## src/rtl/bts_trunc_serial_pkg.sv

```systemverilog
// bts_trunc_serial_pkg: shared FSM encoding and sizing helpers for the
// bit-serial truncated subtractor.
package bts_trunc_serial_pkg;

   typedef enum logic [1:0] {
      IDLE = 2'd0,
      RUN  = 2'd1,
      DONE = 2'd2
   } state_t;

   function automatic int nslice(input int w, input int s);
      return (w + s - 1) / s;
   endfunction

   function automatic int idx_w(input int n);
      return n > 1 ? $clog2(n) : 1;
   endfunction

endpackage

```

## src/rtl/bts_trunc_serial_slice.sv

```systemverilog
// bts_trunc_serial_slice: combinational SLICE-bit subtract with borrow in/out.
module bts_trunc_serial_slice #(
   parameter int SLICE = 3
) (
   input  logic [SLICE-1:0] a,
   input  logic [SLICE-1:0] b,
   input  logic             borrow_in,
   output logic [SLICE-1:0] diff,
   output logic             borrow_out
);

   // One extra MSB captures the borrow as the sign of the widened difference.
   assign {borrow_out, diff} = {1'b0, a} - {1'b0, b} - {{SLICE{1'b0}}, borrow_in};

endmodule

```

## src/rtl/bts_trunc_serial.sv

```systemverilog
// bts_trunc_serial: bit-serial subtractor of the upper BWOP-NAB operand bits,
// low NAB result bits forced to zero, valid/ready on both sides.
module bts_trunc_serial
   import bts_trunc_serial_pkg::*;
#(
   parameter int BWOP  = 10,
   parameter int NAB   = 1,
   parameter int SLICE = 3
) (
   input  logic            clk,
   input  logic            rst_n,
   input  logic            in_valid,
   output logic            in_ready,
   input  logic [BWOP-1:0] a,
   input  logic [BWOP-1:0] b,
   output logic            out_valid,
   input  logic            out_ready,
   output logic [BWOP-1:0] c,
   output logic            borrow,
   output logic            busy
);

   localparam int W  = BWOP - NAB;
   localparam int NS = nslice(W, SLICE);
   localparam int PW = NS * SLICE;
   localparam int IW = idx_w(NS);
   localparam logic [IW-1:0] LAST = IW'(NS - 1);

   state_t          state, nxt;
   logic [IW-1:0]   idx;
   logic [PW-1:0]   a_r, b_r, res;
   logic            bor;
   logic [SLICE-1:0] sa, sb, sd;
   logic            sbo;
   logic            accept;

   assign in_ready  = state == IDLE;
   assign busy      = state != IDLE;
   assign out_valid = state == DONE;
   assign accept    = in_valid & in_ready;
   assign c         = BWOP'(res[W-1:0]) << NAB;
   assign borrow    = bor;

   // Operands are zero-padded to PW bits so the last partial slice borrows exactly.
   assign sa = a_r[int'(idx)*SLICE +: SLICE];
   assign sb = b_r[int'(idx)*SLICE +: SLICE];

   bts_trunc_serial_slice #(.SLICE(SLICE)) u_slice (
      .a          (sa),
      .b          (sb),
      .borrow_in  (bor),
      .diff       (sd),
      .borrow_out (sbo)
   );

   always_ff @(posedge clk or negedge rst_n) begin
      if (!rst_n) state <= IDLE;
      else        state <= nxt;
   end

   always_comb begin
      nxt = state;
      if (state == IDLE && in_valid)           nxt = RUN;
      else if (state == RUN && idx == LAST)    nxt = DONE;
      else if (state == DONE && out_ready)     nxt = IDLE;
   end

   always_ff @(posedge clk or negedge rst_n) begin
      if (!rst_n) begin
         idx <= '0;
         a_r <= '0;
         b_r <= '0;
         res <= '0;
         bor <= 1'b0;
      end else if (accept) begin
         idx <= '0;
         a_r <= PW'(a[BWOP-1:NAB]);
         b_r <= PW'(b[BWOP-1:NAB]);
         res <= '0;
         bor <= 1'b0;
      end else if (state == RUN) begin
         res[int'(idx)*SLICE +: SLICE] <= sd;
         bor <= sbo;
         idx <= idx == LAST ? '0 : idx + 1'b1;
      end
   end

endmodule
```

## config.mk

```make
export PLATFORM = sky130hd
export DESIGN_NAME = bts_trunc_serial
export DESIGN_NICKNAME = d
export VERILOG_FILES = /design/src/rtl/bts_trunc_serial_pkg.sv /design/src/rtl/bts_trunc_serial_slice.sv /design/src/rtl/bts_trunc_serial.sv
export SDC_FILE = /design/constraint.sdc
export NUM_CORES = 1
export LEC_CHECK = 0
export CAP_MARGIN = 10
export CORE_ASPECT_RATIO = 0.6
export CORE_MARGIN = 4
export CORE_UTILIZATION = 31
export CTS_CLUSTER_DIAMETER = 200
export DETAILED_ROUTE_END_ITERATION = 10
export PLACE_DENSITY = 0.54
export SYNTH_ARGS = -nofsm -noshare
export SYNTH_HDL_FRONTEND = slang
export SYNTH_SLANG_ARGS = --single-unit
```

## constraint.sdc

```tcl
create_clock -name clk -period 2.3 [get_ports clk]
set_input_delay 0.46 -clock clk [delete_from_list [all_inputs] [get_ports clk]]
set_output_delay 0.46 -clock clk [all_outputs]
set_load 0.1 [all_outputs]
```

Word level (Yosys, flattened, before mapping)
Index checks and enable logic that the tools add are counted.
- flip-flop bits (word level): 32
- add/sub/neg operators: 4
- multipliers: 1
- equality and inequality tests: 3
- shift-type cells: 4
- muxes and demuxes: 11
- bitwise operators: 1
- reductions and logical operators: 7
- operator list (cell ; number):
    indexed part select 9 x 32 -> 3 bit ; 2
    negator 4 -> 33 bit ; 1
    variable shift 3 x 33 -> 9 bit, first input constant ; 1
    indexed part select 3 x 33 -> 9 bit ; 1
    two-way mux 9 bit ; 2
    two-way mux 2 bit ; 6
    bitwise mux 9 bit ; 1
    equality test 2 bit, second input constant ; 2
    multiplier 2 x 2 -> 4 bit, second input constant ; 1
    nonzero test 2 bit ; 2
    subtractor 3 x 3 -> 4 bit ; 1
    subtractor 4 x 1 -> 4 bit ; 1
    logical AND 1 bit ; 3
    nonzero test 3 bit ; 1
    adder 2 x 1 -> 2 bit, second input constant ; 1
    equality test 2 x 1 -> 1 bit, second input constant ; 1
    zero test 2 bit ; 1
    two-way mux 1 bit ; 2
    bitwise AND 1 bit ; 1

Logic depth before layout (Yosys ltp)
Gate-level depths: netlist of the first run.
- depth after elaboration: 8
- depth in mapped cells: 10
- gate-level depth less buffers: 9

By module
A second synthesis of the first run with hierarchy kept.
- cells, all modules: 134
- area, all modules: 1639.1 um2
- modules (own cells, without submodules) (module ; times used ; cells an instance ; area an instance (um2) ; sequential area each (um2)):
    bts_trunc_serial ; 1 ; 118 ; 1515.2 ; 800.8
    bts_trunc_serial_slice ; 1 ; 16 ; 123.9 ; 0.0

Least setup slack after synthesis of the first run
Ideal clock, no wire load.
- path kind: register to register
- start point: register bor, in the netlist borrow
- end point: register bor, in the netlist borrow
- setup time: 87 ps
- data arrival time: 2243 ps
- data required time: 2213 ps
- setup slack: -29 ps
- cell stages (with the launch flop): 7
- buffers on the path: 0
- period minus slack after synthesis: 2329 ps
- cells stage by stage: dfrtp_1 -> inv_1 -> fa_1 -> ha_1 -> nand2b_1 -> o211a_1 -> o211ai_1
- word-level cells in the longest chain between the ends: 3
- ends and longest elaborated chain (what ; line ; text):
    from (decl) ; bts_trunc_serial.sv:32 ; logic bor;
    from (signal assigned) ; bts_trunc_serial.sv:83 ; bor <= sbo;
    subtractor 4 x 1 -> 4 bit ; bts_trunc_serial_slice.sv:13 ; assign {borrow_out, diff} = {1'b0, a} - {1'b0, b} - {{SLICE{1'b0}}, borrow_in};
    two-way mux 1 bit ; bts_trunc_serial.sv:81 ; end else if (state == RUN) begin
    two-way mux 1 bit ; bts_trunc_serial.sv:75 ; end else if (accept) begin
Every way passes these cells. The select of a mux whose other input is x is not followed.
A chain may end at the register's enable or synchronous reset.

Final worst setup path of the first run
- start point: register idx[1]
- end point: register res[8]
- word-level cells in the longest chain between the ends: 8
- elaborated cells on any way between the ends: 11
- classes of those cells: add/sub (3); mul (1); shift (4); mux (3)
- ends and longest elaborated chain (what ; line ; text):
    from (decl) ; bts_trunc_serial.sv:30 ; logic [IW-1:0] idx;
    from (signal assigned) ; bts_trunc_serial.sv:84 ; idx <= idx == LAST ? '0 : idx + 1'b1;
    multiplier 2 x 2 -> 4 bit (*) ; bts_trunc_serial.sv:45, bts_trunc_serial.sv:46, bts_trunc_serial.sv:82 ;
    indexed part select 9 x 32 -> 3 bit, on equally long branches ; bts_trunc_serial.sv:45, bts_trunc_serial.sv:46 ;
    subtractor 3 x 3 -> 4 bit ; bts_trunc_serial_slice.sv:13 ;
    subtractor 4 x 1 -> 4 bit ; bts_trunc_serial_slice.sv:13 ;
    indexed part select 3 x 33 -> 9 bit ; bts_trunc_serial.sv:82 ; res[int'(idx)*SLICE +: SLICE] <= sd;
    bitwise mux 9 bit (*) ; bts_trunc_serial.sv:82 ;
    two-way mux 9 bit (*) ; bts_trunc_serial.sv:81 ;
    two-way mux 9 bit (*) ; bts_trunc_serial.sv:75 ;
    to (signal assigned) ; bts_trunc_serial.sv:73 ; res <= '0;
    to (signal assigned) ; bts_trunc_serial.sv:79 ; res <= '0;
    to (signal, indexed assignment) ; bts_trunc_serial.sv:82 ;
    to (decl) ; bts_trunc_serial.sv:31 ; logic [PW-1:0] a_r, b_r, res;
Every way passes the cells marked *; elsewhere a longest branch is shown, timed or not. The select of a mux whose other input is x is not followed.

==> metrics.csv, run 1 <==
metric,value,unit
run status,completed,
share of layout cells above drive strength 1,0.300,
clock-pin slew on the worst setup and hold paths,0.07,ns
Ant. Diodes,0,
hpwl dp,2910,um
root buffer cell,clkbuf_8,
Nets,211,
Critical Path RT,2.50,ns
vias in the first global route,1289,
top-count cell post-synth,dfrtp_1,
Vias/cell,4.84,
Die Wd,104,um
initial antenna violation count,0,
largest net degree at the start of global routing,33,
Worst R2R Setup Slack,0.10,ns
Tot GR Track Use,0.122,
Fin. Hold Viols,0,
GRT met3 Usage,0.0439,
Netlist cell types,38,
crit path DAT,2.40,ns
Synth top cells by count,"32 x dfrtp_1, 18 x mux2_4, 12 x inv_1, 7 x nand2_1, 7 x nor2_1",
row count,20,
total negative setup slack,0,ns
DRC errors left,0,
CTS Buffer Depth,2,
Initial DRC Count,40,
largest cells by area after synthesis,"dfrtp_1 46%, mux2_4 16%, ha_1 4.3%",
area of the core,0.00523,mm^2
grt ovf,0,
met1 usage,0.149,
RSZ-0062 raised after global routing,false,
met2 Track Usage GR,0.207,
Post-synth top flop,dfrtp_1,
worst skew pair latency,0.28,ns
Synth Cell Area,0.00173,mm^2
minimum clock period,2.20,ns
Max-cap violations,0,
Synth top area share,0.464,
vias after detailed routing,1191,
Initial Utilization,0.330,
Max H-tree Level,2,
"EDFF count, synth",0,
crit path max fanout,4,
IO Pins,38,
post-CTS setup buffers,0,
# fillers,485,
CP Capture Type,register,
TritonCTS Buffers,5,
GPL Wtd Cong,0.829,
die area,0.00687,mm^2
Ys Warns,0,
"FFs w/ async S/R, synth",1.00,
clk sinks,32,
final wirelength,3920,um
DR WL/cell,16.0,um
Syn-to-layout area delta,30.9,%
post-synthesis sequential area ratio,0.464,
Syn Area/Cell,12.3,um^2
Cells after Synth,140,
final setup fails,0,
Buffers on Ports,34,
CTS tree,yes,
critical path class,reg2reg,
first-pass GRT wire length,6480,um
GRT busiest layer,met2,
syn nets,172,
ANT nets after route,0,
Die H,65.8,um
"area leader, netlist",dfrtp_1,
max-slew violations,0,
clk_skew,0.0101,ns
Yosys reg bits,32,
HP Class,reg2reg,
Final Cycle Share,0.955,
DRT Pass-1 Iters,4,
fmax,0.455,GHz
Hold Buf Count CTS,0,
Critical Path Start Type,register,
flip-flops by register name, summed over array words and instances (netlist names):
signal and flops:
b_r 9, idx 2, borrow 1, res 9
state 2, a_r 9
final cells by class:
type | instances | area (um^2) | share of cell area
Multi-Input combinational cell | 89 | 826 | 0.365
Sequential cell | 32 | 803 | 0.355
Timing Repair Buffer | 39 | 395 | 0.175
Tap cell | 66 | 82.6 | 0.0365
Clock buffer | 6 | 72.6 | 0.0321
Inverter | 12 | 45.0 | 0.0199
Clock inverter | 2 | 35.0 | 0.0155
critical path: stages, from the launching register on:
cell and delay (ns):
dfrtp_2 0.45, mux2i_1 0.15, o21ai_0 0.27, fa_1 0.28
inv_1 0.07, fa_1 0.43, xnor2_2 0.29, inv_1 0.07
o22ai_1 0.12
per-stage QoR:
stage	cells	setup WS (ns)	instance area [um^2]	util	hold slack (ns)
after floorplan	140	0.0341	1730	-	0.164
after global placement	238	0.125	2140	0.409	0.484
after detailed placement	238	0.0457	2140	0.409	0.488
after CTS	246	0.0559	2260	0.431	0.505
after global routing	246	0.0206	2260	0.432	0.522
final	246	0.103	2260	0.432	0.502
final timing paths:
kind / from / to / depth (start not counted)
worst min register to register: res[1] / res[1] / 1
max in group asynchronous: rst_n / idx[1] / 2
worst max register to register: idx[1] / res[8] / 8
worst max-delay path: idx[1] / res[8] / 8
min in group asynchronous: rst_n / b_r[8] / 2
worst min-delay path: res[1] / res[1] / 1
cells by family after synthesis:
logic type	count (synthesis)	synth area share
other	1	0.00217
AND/OR/NAND/NOR	30	0.104
AO/OA/AOI/OAI	25	0.104
flip-flops	32	0.464
buffers and inverters	19	0.0638
multiplexers	24	0.191
adder cells (fa/ha/maj)	8	0.0667
XOR/XNOR	1	0.00507
repair_timing:
item,4_1_cts,5_1_grt
endpoints found under the hold margin,0,0
endpoints found under the setup margin,3,4
gates resized for setup,1,2
pin swaps,0,0
routing by layer:
metal	vias up	wire length, um
met2	32	1900
met1	598	1810
met3	2	190
met4	0	19
li1	559	-
met5	-	0
placed cells by master, fill, tap and decap left out, types with 2 or more instances in the layout:
| cell | instances |
|---|---|
| a21o_1 | 2 |
| a32o_1 | 3 |
| buf_4 | 14 |
| ha_1 | 6 |
| a21oi_1 | 4 |
| nand2b_1 | 2 |
| o21ai_0 | 4 |
| mux2_4 | 18 |
| o22ai_1 | 3 |
| inv_1 | 12 |
| or2_2 | 2 |
| clkbuf_8 | 5 |
| clkdlybuf4s50_1 | 21 |
| dfrtp_2 | 2 |
| mux2i_1 | 6 |
| nor2_1 | 7 |
| fa_1 | 2 |
| dfrtp_1 | 30 |
| buf_12 | 4 |
| nand2_1 | 7 |
| a22o_1 | 3 |
Power of run 1 is not shown: default switching activity piles up to over one toggle a cycle in this logic, so the estimate is an artifact.
==> run 2, diff against run 1 <==
CORE_UTILIZATION = 45   (was 31)
PLACE_DENSITY = 0.74   (was 0.54)
==> metrics.csv, run 2 (synthesized netlist as in run 1, its figures left out) <==
metric,value,unit,change
Initial Utilization,0.469,,+0.139
area of the core,0.00368,mm^2,-30%
clk sinks,32,,unchanged
max-slew violations,0,,unchanged
RSZ-0062 raised after global routing,false,,
Syn-to-layout area delta,31.3,%,
"commonest non-fill, non-tap cell in the layout",dfrtp_1,,
Die H,56.0,um,-15%
CTS Buffer Depth,2,,unchanged
Critical Path RT,2.48,ns,-0.02 ns
Tot GR Track Use,0.166,,+0.0439
Buf/Inv on CP,2,,unchanged
CP Capture Type,register,,
worst-path cell chain,"nor2b_2, nand2_1, o21ai_0, fa_1, inv_1, fa_1, inv_1, a32o_1",,
initial antenna violation count,0,,unchanged
vias after detailed routing,1194,,+0.25%
area post-placement,0.00212,mm^2,-0.76%
grt ovf,0,,unchanged
critical path class,reg2reg,,
DRT Pass-1 Iters,4,,unchanged
Nets,212,,+0.47%
Buffers on Ports,34,,unchanged
row count,17,,-15%
fmax,0.464,GHz,+1.9%
DRC errors left,0,,unchanged
first-pass GRT wire length,6030,um,-6.9%
run status,completed,,
Placement Setup Slack,-0.00646,ns,-0.0521 ns
Vias/cell,5.24,,+8.2%
clk_skew,0.00828,ns,-0.00179 ns
ANT nets after route,0,,unchanged
clock-pin slew on the worst setup and hold paths,0.07,ns,about the same
die area,0.00492,mm^2,-28%
IO Pins,38,,unchanged
final setup fails,0,,unchanged
minimum clock period,2.16,ns,-0.0415 ns
Die Wd,88.0,um,-16%
worst skew pair latency,0.29,ns,about the same
worst setup margin,0.145,ns,+0.0415 ns
slowest CP cell,fa_1,,
hpwl dp,2700,um,-7.3%
vias in the first global route,1232,,-4.4%
GPL Wtd Cong,0.742,,-10%
crit path DAT,2.33,ns,-0.07 ns
HP Class,reg2reg,,
Critical Path Start Type,register,,
root buffer cell,clkbuf_8,,
Worst R2R Setup Slack,0.14,ns,+0.04 ns
Initial DRC Count,76,,+90%
Ant. Diodes,0,,unchanged
DR WL/cell,16.0,um,+0.17%
design area,0.00227,mm^2,+0.33%
final wirelength,3640,um,-7.2%
Critical Path Max Stage Delay,0.56,ns,+0.11 ns
critical path's top delay family,adder cells,,
Fin. Hold Viols,0,,unchanged
TritonCTS Buffers,5,,unchanged
CTS tree,yes,,
largest net degree at the start of global routing,33,,unchanged
crit path max fanout,7,,+3
Hold Buf Count CTS,0,,unchanged
share of layout cells above drive strength 1,0.320,,+0.0204
top flop regs,"a_r x9, b_r x9, res x9",,
Max H-tree Level,2,,unchanged
highest-count cells in the layout ignoring fill and taps,"29 x dfrtp_1, 21 x clkdlybuf4s50_1, 18 x mux2_4",,
Final Cycle Share,0.937,,-0.0180
Max-cap violations,0,,unchanged
-- run 2: timing repair --
item	CTS	global route
buffers inserted	0	0
gates resized for setup	1	4
setup endpoints to repair	2	6
cloned	0	0
pin swaps	0	1
-- run 2: worst paths after layout --
check                      cells after the start    from     end
min                                            1  res[2]  res[2]
max                                            8  idx[0]  res[1]
max reg2reg                                    8  idx[0]  res[1]
min in group asynchronous                      2   rst_n  a_r[6]
min reg2reg                                    1  res[2]  res[2]
max in group asynchronous                      2   rst_n  borrow
-- run 2: per-stage QoR --
stage / utilization / hold slack (ns) / cells / TNS (ns)
floorplan: - / 0.164 / 140 / 0
global placement: 0.577 / 0.482 / 220 / 0
detailed placement: 0.577 / 0.497 / 220 / -0.00646
CTS: 0.614 / 0.516 / 228 / 0
global route: 0.616 / 0.524 / 228 / 0
finish: 0.616 / 0.513 / 228 / 0
-- run 2: final cells by class --
type	count	area, um^2
fillers	286	1410
multi-input cells	89	830
flip-flops and latches	32	805
repair buffers	40	403
clock buffers	7	96.3
well taps	47	58.8
inverters	12	45.0
clock inverters	1	30.0
-- run 2: routing by layer --
metal | vias to the layer above | routed length [um] | track usage | share of wire
met1 | 598 | 1700 | 0.214 | 0.47
li1 | 563 | - | - | -
met5 | - | 0 | 0 | 0
met3 | 7 | 151 | 0.0621 | 0.041
met2 | 26 | 1710 | 0.244 | 0.47
met4 | 0 | 85 | 0.0810 | 0.023
Power of run 2 is left out for the same reason.
